$ cat config.mk
export PLATFORM = sky130hd
export DESIGN_NAME = frame_timing_sequencer
export DESIGN_NICKNAME = d
export VERILOG_FILES = /design/src/rtl/frame_timing_pkg.sv /design/src/rtl/frame_timing_sequencer.sv
export SDC_FILE = /design/constraint.sdc
export NUM_CORES = 1
export LEC_CHECK = 0
export BUFFER_PORTS_ARGS = -buffer_cell sky130_fd_sc_hd__buf_2
export CELL_PAD_IN_SITES_DETAIL_PLACEMENT = 1
export CELL_PAD_IN_SITES_GLOBAL_PLACEMENT = 1
export CORE_ASPECT_RATIO = 1.2
export CORE_MARGIN = 10
export CORE_UTILIZATION = 30
export DETAILED_ROUTE_END_ITERATION = 6
export PLACE_DENSITY_LB_ADDON = 0.1
export SLEW_MARGIN = 20
export SYNTH_ARGS = -nofsm -noshare
export SYNTH_HDL_FRONTEND = slang
export SYNTH_SLANG_ARGS = --single-unit
$ cat constraint.sdc
create_clock -name clk -period 1.5 [get_ports clk]
set_input_delay 0.075 -clock clk [delete_from_list [all_inputs] [get_ports clk]]
set_output_delay 0.075 -clock clk [all_outputs]
set_load 0.005 [all_outputs]
$ cat src/rtl/frame_timing_pkg.sv
// Shared types for the UART-style frame timing sequencer.
// Holds the FSM state encoding and the bit index width.
package frame_timing_pkg;

    localparam int BIT_IDX_W = 8;

    typedef enum logic [2:0] {
        IDLE,
        SYNC_LOAD,
        SYNC_CNT,
        BIT_LOAD,
        BIT_CNT,
        STOP_CNT,
        DONE
    } ftseq_state_t;

endpackage

$ cat src/rtl/frame_timing_sequencer.sv
// Walks an external loadable counter through start-sync, data bits and stop,
// turning its rollover pulses into bit-centre sample strobes and frame_done.
module frame_timing_sequencer
    import frame_timing_pkg::*;
#(
    parameter int NUM_CNT_BITS = 4,
    parameter int NUM_BITS     = 8,
    parameter int PERIOD       = 8,
    parameter int HALF         = 4
) (
    input  logic                    clk,
    input  logic                    n_rst,
    input  logic                    start,
    input  logic                    abort,
    input  logic                    ctr_rollover_flag,
    output logic                    ctr_clear,
    output logic                    ctr_enable,
    output logic [NUM_CNT_BITS-1:0] ctr_start_val,
    output logic [NUM_CNT_BITS-1:0] ctr_rollover_val,
    output logic                    sample_strobe,
    output logic [BIT_IDX_W-1:0]    bit_index,
    output logic                    busy,
    output logic                    frame_done
);

    localparam logic [NUM_CNT_BITS-1:0] RV_PERIOD = NUM_CNT_BITS'(PERIOD);
    localparam logic [NUM_CNT_BITS-1:0] RV_HALF   = NUM_CNT_BITS'(HALF);
    localparam logic [BIT_IDX_W-1:0]    LAST_BIT  = BIT_IDX_W'(NUM_BITS - 1);

    ftseq_state_t         state_q, state_d;
    logic [BIT_IDX_W-1:0] bit_cnt_q, bit_cnt_d;
    logic [BIT_IDX_W-1:0] bit_index_q, bit_index_d;
    logic                 strobe_q, strobe_d;
    logic                 done_q, done_d;

    always_comb begin
        state_d          = state_q;
        bit_cnt_d        = bit_cnt_q;
        bit_index_d      = bit_index_q;
        strobe_d         = 1'b0;
        done_d           = 1'b0;
        ctr_clear        = 1'b0;
        ctr_enable       = 1'b0;
        ctr_rollover_val = RV_PERIOD;

        unique case (state_q)
            IDLE: begin
                if (start && !abort) state_d = SYNC_LOAD;
            end
            SYNC_LOAD: begin
                ctr_clear        = 1'b1;
                ctr_rollover_val = RV_HALF;
                state_d          = SYNC_CNT;
            end
            SYNC_CNT: begin
                ctr_enable       = 1'b1;
                ctr_rollover_val = RV_HALF;
                if (ctr_rollover_flag) begin
                    state_d   = BIT_LOAD;
                    bit_cnt_d = '0;
                end
            end
            BIT_LOAD: begin
                ctr_clear = 1'b1;
                state_d   = BIT_CNT;
            end
            BIT_CNT: begin
                ctr_enable = 1'b1;
                if (ctr_rollover_flag) begin
                    strobe_d    = 1'b1;
                    bit_index_d = bit_cnt_q;
                    if (bit_cnt_q == LAST_BIT) state_d = STOP_CNT;
                    else bit_cnt_d = bit_cnt_q + 1'b1;
                end
            end
            STOP_CNT: begin
                ctr_enable = 1'b1;
                if (ctr_rollover_flag) begin
                    state_d = DONE;
                    done_d  = 1'b1;
                end
            end
            DONE: begin
                state_d     = IDLE;
                bit_index_d = '0;
            end
            default: begin
                state_d     = IDLE;
                bit_index_d = '0;
            end
        endcase

        // Abort overrides everything, including a same-cycle rollover.
        if (abort && state_q != IDLE) begin
            state_d     = IDLE;
            ctr_clear   = 1'b1;
            strobe_d    = 1'b0;
            done_d      = 1'b0;
            bit_index_d = '0;
        end
    end

    always_ff @(posedge clk or negedge n_rst) begin
        if (!n_rst) begin
            state_q     <= IDLE;
            bit_cnt_q   <= '0;
            bit_index_q <= '0;
            strobe_q    <= 1'b0;
            done_q      <= 1'b0;
        end else begin
            state_q     <= state_d;
            bit_cnt_q   <= bit_cnt_d;
            bit_index_q <= bit_index_d;
            strobe_q    <= strobe_d;
            done_q      <= done_d;
        end
    end

    assign ctr_start_val = '0;
    assign sample_strobe = strobe_q;
    assign bit_index     = bit_index_q;
    assign frame_done    = done_q;
    assign busy          = (state_q != IDLE);

endmodule

======== Word level (Yosys, flattened, before mapping) ========
Index checks and enable logic that the tools add are counted.
operators by class
  add/subtract/negate cells ............... 1
  multiply operators ...................... 0
  div/mod/pow operators ................... 0
  order comparisons ....................... 0
  equal/unequal tests ..................... 15
  shifts and indexed selects .............. 0
  muxes and demuxes ....................... 23
  bitwise gates (word level) .............. 0
  reductions and logical operators ........ 13
operators by type and width
  operator                                                                count
  8-bit two-way mux                                                       5
  8-bit one-hot mux with 2 select lines                                   2
  3-bit two-way mux                                                       6
  3-bit one-hot mux with 6 select lines                                   1
  3-bit != test (second input constant)                                   5
  8-bit by 1-bit adder with 8-bit output (second input constant)          1
  8-bit by 3-bit equality test with 1-bit output (second input constant)  1
  1-bit two-way mux                                                       8
  3-bit by 2-bit equality test with 1-bit output (second input constant)  2
  3-bit equality test (second input constant)                             2
  2-bit != test (second input constant)                                   3
  5-bit AND reduction                                                     1
  5-bit OR reduction                                                      1
  4-bit two-way mux                                                       1
  4-bit AND reduction                                                     1
  2-bit OR reduction                                                      2
  3-bit by 1-bit equality test with 1-bit output (second input constant)  1
  3-bit logical NOT                                                       1
  3-bit nonzero test                                                      1
  3-bit OR reduction                                                      1
  1-bit logical AND                                                       2
  2-bit by 1-bit != test with 1-bit output (second input constant)        1
  2-bit AND reduction                                                     1
  2-bit nonzero test                                                      1
  1-bit logical NOT                                                       1
storage, ports and cells
  register bits after elaboration ......... 21
  latch bits .............................. 0
  bits in writable memories ............... 0
  ROM bits ................................ 0
  input bits .............................. 5
  output and inout bits ................... 21
  memories ................................ 0

======== Depth between registers and ports, before layout ========
  word-level depth ........................ 5
  mapped depth ............................ 6
  gate-level depth less buffers ........... 5

======== Least setup slack after synthesis ========
No wires, ideal clock.
  kind .................................... register to register
  start point ............................. register bit_cnt_q[4]
  end point ............................... register bit_cnt_q[7]
  arrival ................................. 1.501 ns
  data required time ...................... 1.367 ns
  path slack .............................. -0.135 ns
  stages on the path, launching flop included .. 6
  buffers on the path ..................... 1
  period minus slack after synthesis ...... 1.635 ns
  path through ............................ dfrtp_1 buf_6 or4_4 o31ai_4 o31a_2 a31oi_1
on the way
  cells in the longest elaborated chain, start to end .. 4
  elaborated cells on any way between the ends .. 7
ends and longest elaborated chain
  element                                 RTL line                       RTL
  start: declaration                      frame_timing_sequencer.sv:31   logic [BIT_IDX_W-1:0] bit_cnt_q, bit_cnt_d;
  start signal: assignment                frame_timing_sequencer.sv:112  bit_cnt_q <= bit_cnt_d;
  8-bit by 1-bit adder with 8-bit output  frame_timing_sequencer.sv:73   else bit_cnt_d = bit_cnt_q + 1'b1;
  8-bit two-way mux                       frame_timing_sequencer.sv:72   if (bit_cnt_q == LAST_BIT) state_d = STOP_CNT;
  8-bit two-way mux                       frame_timing_sequencer.sv:69   if (ctr_rollover_flag) begin
  8-bit one-hot mux with 2 select lines   frame_timing_sequencer.sv:46   unique case (state_q)
Parallel ways exist; a longest one is shown, timed or not. The select of a mux whose other input is x is not followed.
A chain may end at the register's enable or synchronous reset.

======== Worst setup path after layout ========
  start point ............................. register bit_cnt_q[3]
  end point ............................... register bit_cnt_q[7]
The elaborated chain is that of the path after synthesis.

==> results_dict.tcl <==
set metrics [dict create \
    placed_cells 212 \
    status "complete, but fails checks" \
    drc 0 \
    post_synth_instance_area_um2 1160 \
    num_rows 24 \
    place.port_buffers 19 \
    final-setup-viol-count 9 \
    root_buffer "clkbuf_8" \
    fp.dieW_um 76.7 \
    fin_nets 174 \
    busiest_layer "met2" \
    final_cell_area_um2 1570 \
    fin_cells 219 \
    antenna_cells 0 \
    setup_tns_ns -1.04 \
    start_util_pct 31.6 \
    fin_ws_ns -0.175 \
    required_ns 1.64 \
    hold_viol 0 \
    fmax_mhz 597 \
    yosys-top-cells-area "dfrtp_1 45%, nand2_1 8.4%, o21ai_0 5.2%, buf_4 3.9%, a31oi_1 2.7%" \
    worst_clock_skew_ns 0.00355 \
    grt_pass1_vias 1152 \
    whs_ns 0.116 \
    via_count 1048 \
    cts_max_level 1 \
    fp.coreArea_um2 3660 \
    seq_area_um2 526 \
    synth_cell_types 35 \
    area_growth_pct 35.4 \
    critPathLaunchType "flop" \
    critPathKind "flop to flop" \
    drtPass1Iterations 2 \
    period_share_pct 112 \
    ys_seq_elements 21 \
    cts.sinks 21 \
    die_area_um2 6750 \
    clk_path_buf_depth 2 \
    synth_edf_count 0 \
    path_delay_family "simple AND/OR/NAND/NOR gates" \
    die_h_um 88.0 \
    critPathMaxFanout 7 \
    path_cells "or4_4 > o31ai_4 > buf_6 > o31a_2 > a31oi_4" \
    dpl-instance-area_um2 1410 \
    power_mw 1.99 \
    wl_per_cell_um 15.6 \
    synth_top_area_share_pct 45.5 \
    yosysMostFrequentCell "nand2_1" \
    endpoint_kind "flop" \
    synth_flop_cell "dfrtp_1" \
    drv_slew 0 \
    synth_area_per_cell_um2 8.96 \
    drv_cap 0 \
    slowest_stage "or4_4" \
    peakVddDrop_uv 656 \
    path_buf_inv 1 \
    globalRouteOverflowTotal 0 \
    grtUsageMet2_pct 19.5 \
    drt_iter0_drc 24 \
    cp_data_arrival_time_ns 1.82 \
    grt_use_met1_pct 11.2 \
    syn_inst 129 \
    fillers 433 \
    dp_hpwl_um 2560 \
    antenna_found_initial 0 \
    io_pins 26 \
    multi_input_area_um2 641 \
    cts_buffers 3 \
    failed_checks "setup timing" \
    grt.met3_usage_pct 2.05 \
    clock_latency_ns 0.27 \
    ys_top_cells_by_count "26 x nand2_1, 21 x dfrtp_1, 12 x o21ai_0, 6 x buf_4, 6 x inv_1" \
    grt_max_degree 22 \
    clkSlewWorstSetupHoldPaths_ns 0.08 \
    grt_setup_unrepaired "yes" \
    finalWirelength_um 3430 \
    grt_usage_pct 10.6 \
    async_flop_share_pct 100 \
    grt_first_pass_wirelength_um 5730 \
    leakage_nw 0.722 \
    power_density_nw_per_um2 1270 \
    vias_per_cell 4.79 \
    layout-drive-gt1-share_pct 37.1 \
    finalCriticalPeriod_ns 1.67 \
    min_path_type "primary input to flop" \
    cts_tree "yes" \
    synth_area_leader_cell "dfrtp_1" \
    ant_nets 0 \
    yosysSeqAreaShare_pct 45.5 \
    cp_slowest_stage_delay_ns 0.58 \
    synth_warnings 0 \
    gp_congestion 0.785 \
]
## sequential cells by signal, indices dropped and copies added, names as in the netlist
signal / count
bit_cnt_q: 8
bit_index: 8
state_q: 3
frame_done: 1
sample_strobe: 1
## power by group
| part | leakage (nW) | internal [mW] | switching, mW |
|---|---|---|---|
| Clock | 0.0228 | 0.190 | 0.204 |
| Sequential | 0.289 | 0.631 | 0.0630 |
| Combinational | 0.410 | 0.408 | 0.490 |
## worst register-to-register path: cells and delay by family (launching register included)
| kind | cells | cell delay, ns |
|---|---|---|
| buf+inv | 1 | 0.17 |
| simple gates | 1 | 0.58 |
| flops | 1 | 0.38 |
| compound gates | 3 | 0.42 |
## area by class of cell
class                      count  area share (%)
multi-input combinational     95            40.9
sequential                    21            33.6
timing repair buffer          41            17.0
tap                           52            4.16
clock buffer                   4            2.88
inverter                       6            1.44
## metal layers
| layer | routed length [um] | share of wire [%] | vias to the layer above |
|---|---|---|---|
| met3 | 101 | 2.9 | 4 |
| met4 | 73 | 2.1 | 0 |
| li1 | - | - | 517 |
| met5 | 0 | 0 | - |
| met2 | 1790 | 52 | 15 |
| met1 | 1460 | 43 | 512 |
## what timing repair did
action,4_1_cts,5_1_grt
resized for setup,7,8
hold buffers,1,0
endpoints found under the setup margin,14,12
hold endpoints to repair,21,0
pin swaps,5,1
setup buffers,1,1
## placed cells by master, fill, tap and decap left out, drive strengths merged, types with 5 or more instances in the layout
cell / count
inv: 6
a31oi: 5
buf: 40
nand3: 5
conb: 6
a21oi: 5
o21ai: 15
dfrtp: 21
nand2: 27
## stage by stage
stage	setup WS [ns]	util, %
finish	-0.175	42.7
global route	-0.222	42.7
CTS	-0.161	41.1
detailed placement	-0.205	38.4
global placement	-0.171	38.4
floorplan	-0.133	-
## cells by family after synthesis
kind of cell / synth area share (%)
AO/OA/AOI/OAI: 21.2
other: 0.324
XOR/XNOR: 0.758
flip-flops: 45.5
buffers and inverters: 8.66
adder cells (fa/ha/maj): 1.08
AND/OR/NAND/NOR: 21.6
multiplexers: 0.866
## final timing paths
check | start | endpoint | slack [ns] | cells past startpoint
hold / removal | abort | state_q[1]$_DFFE_PN0P_ | 0.12 | 2
min in group asynchronous | n_rst | bit_index[7]$_DFFE_PN0P_ | 0.29 | 2
hold reg to reg | bit_index[4]$_DFFE_PN0P_ | bit_index[4]$_DFFE_PN0P_ | 0.48 | 2
setup reg to reg | bit_cnt_q[3]$_DFFE_PN0P_ | bit_cnt_q[7]$_DFFE_PN0P_ | -0.17 | 5
setup / recovery | bit_cnt_q[3]$_DFFE_PN0P_ | bit_cnt_q[7]$_DFFE_PN0P_ | -0.17 | 5
max in group asynchronous | n_rst | state_q[2]$_DFFE_PN0P_ | 0.88 | 2
(Power assumes the default switching activity.)
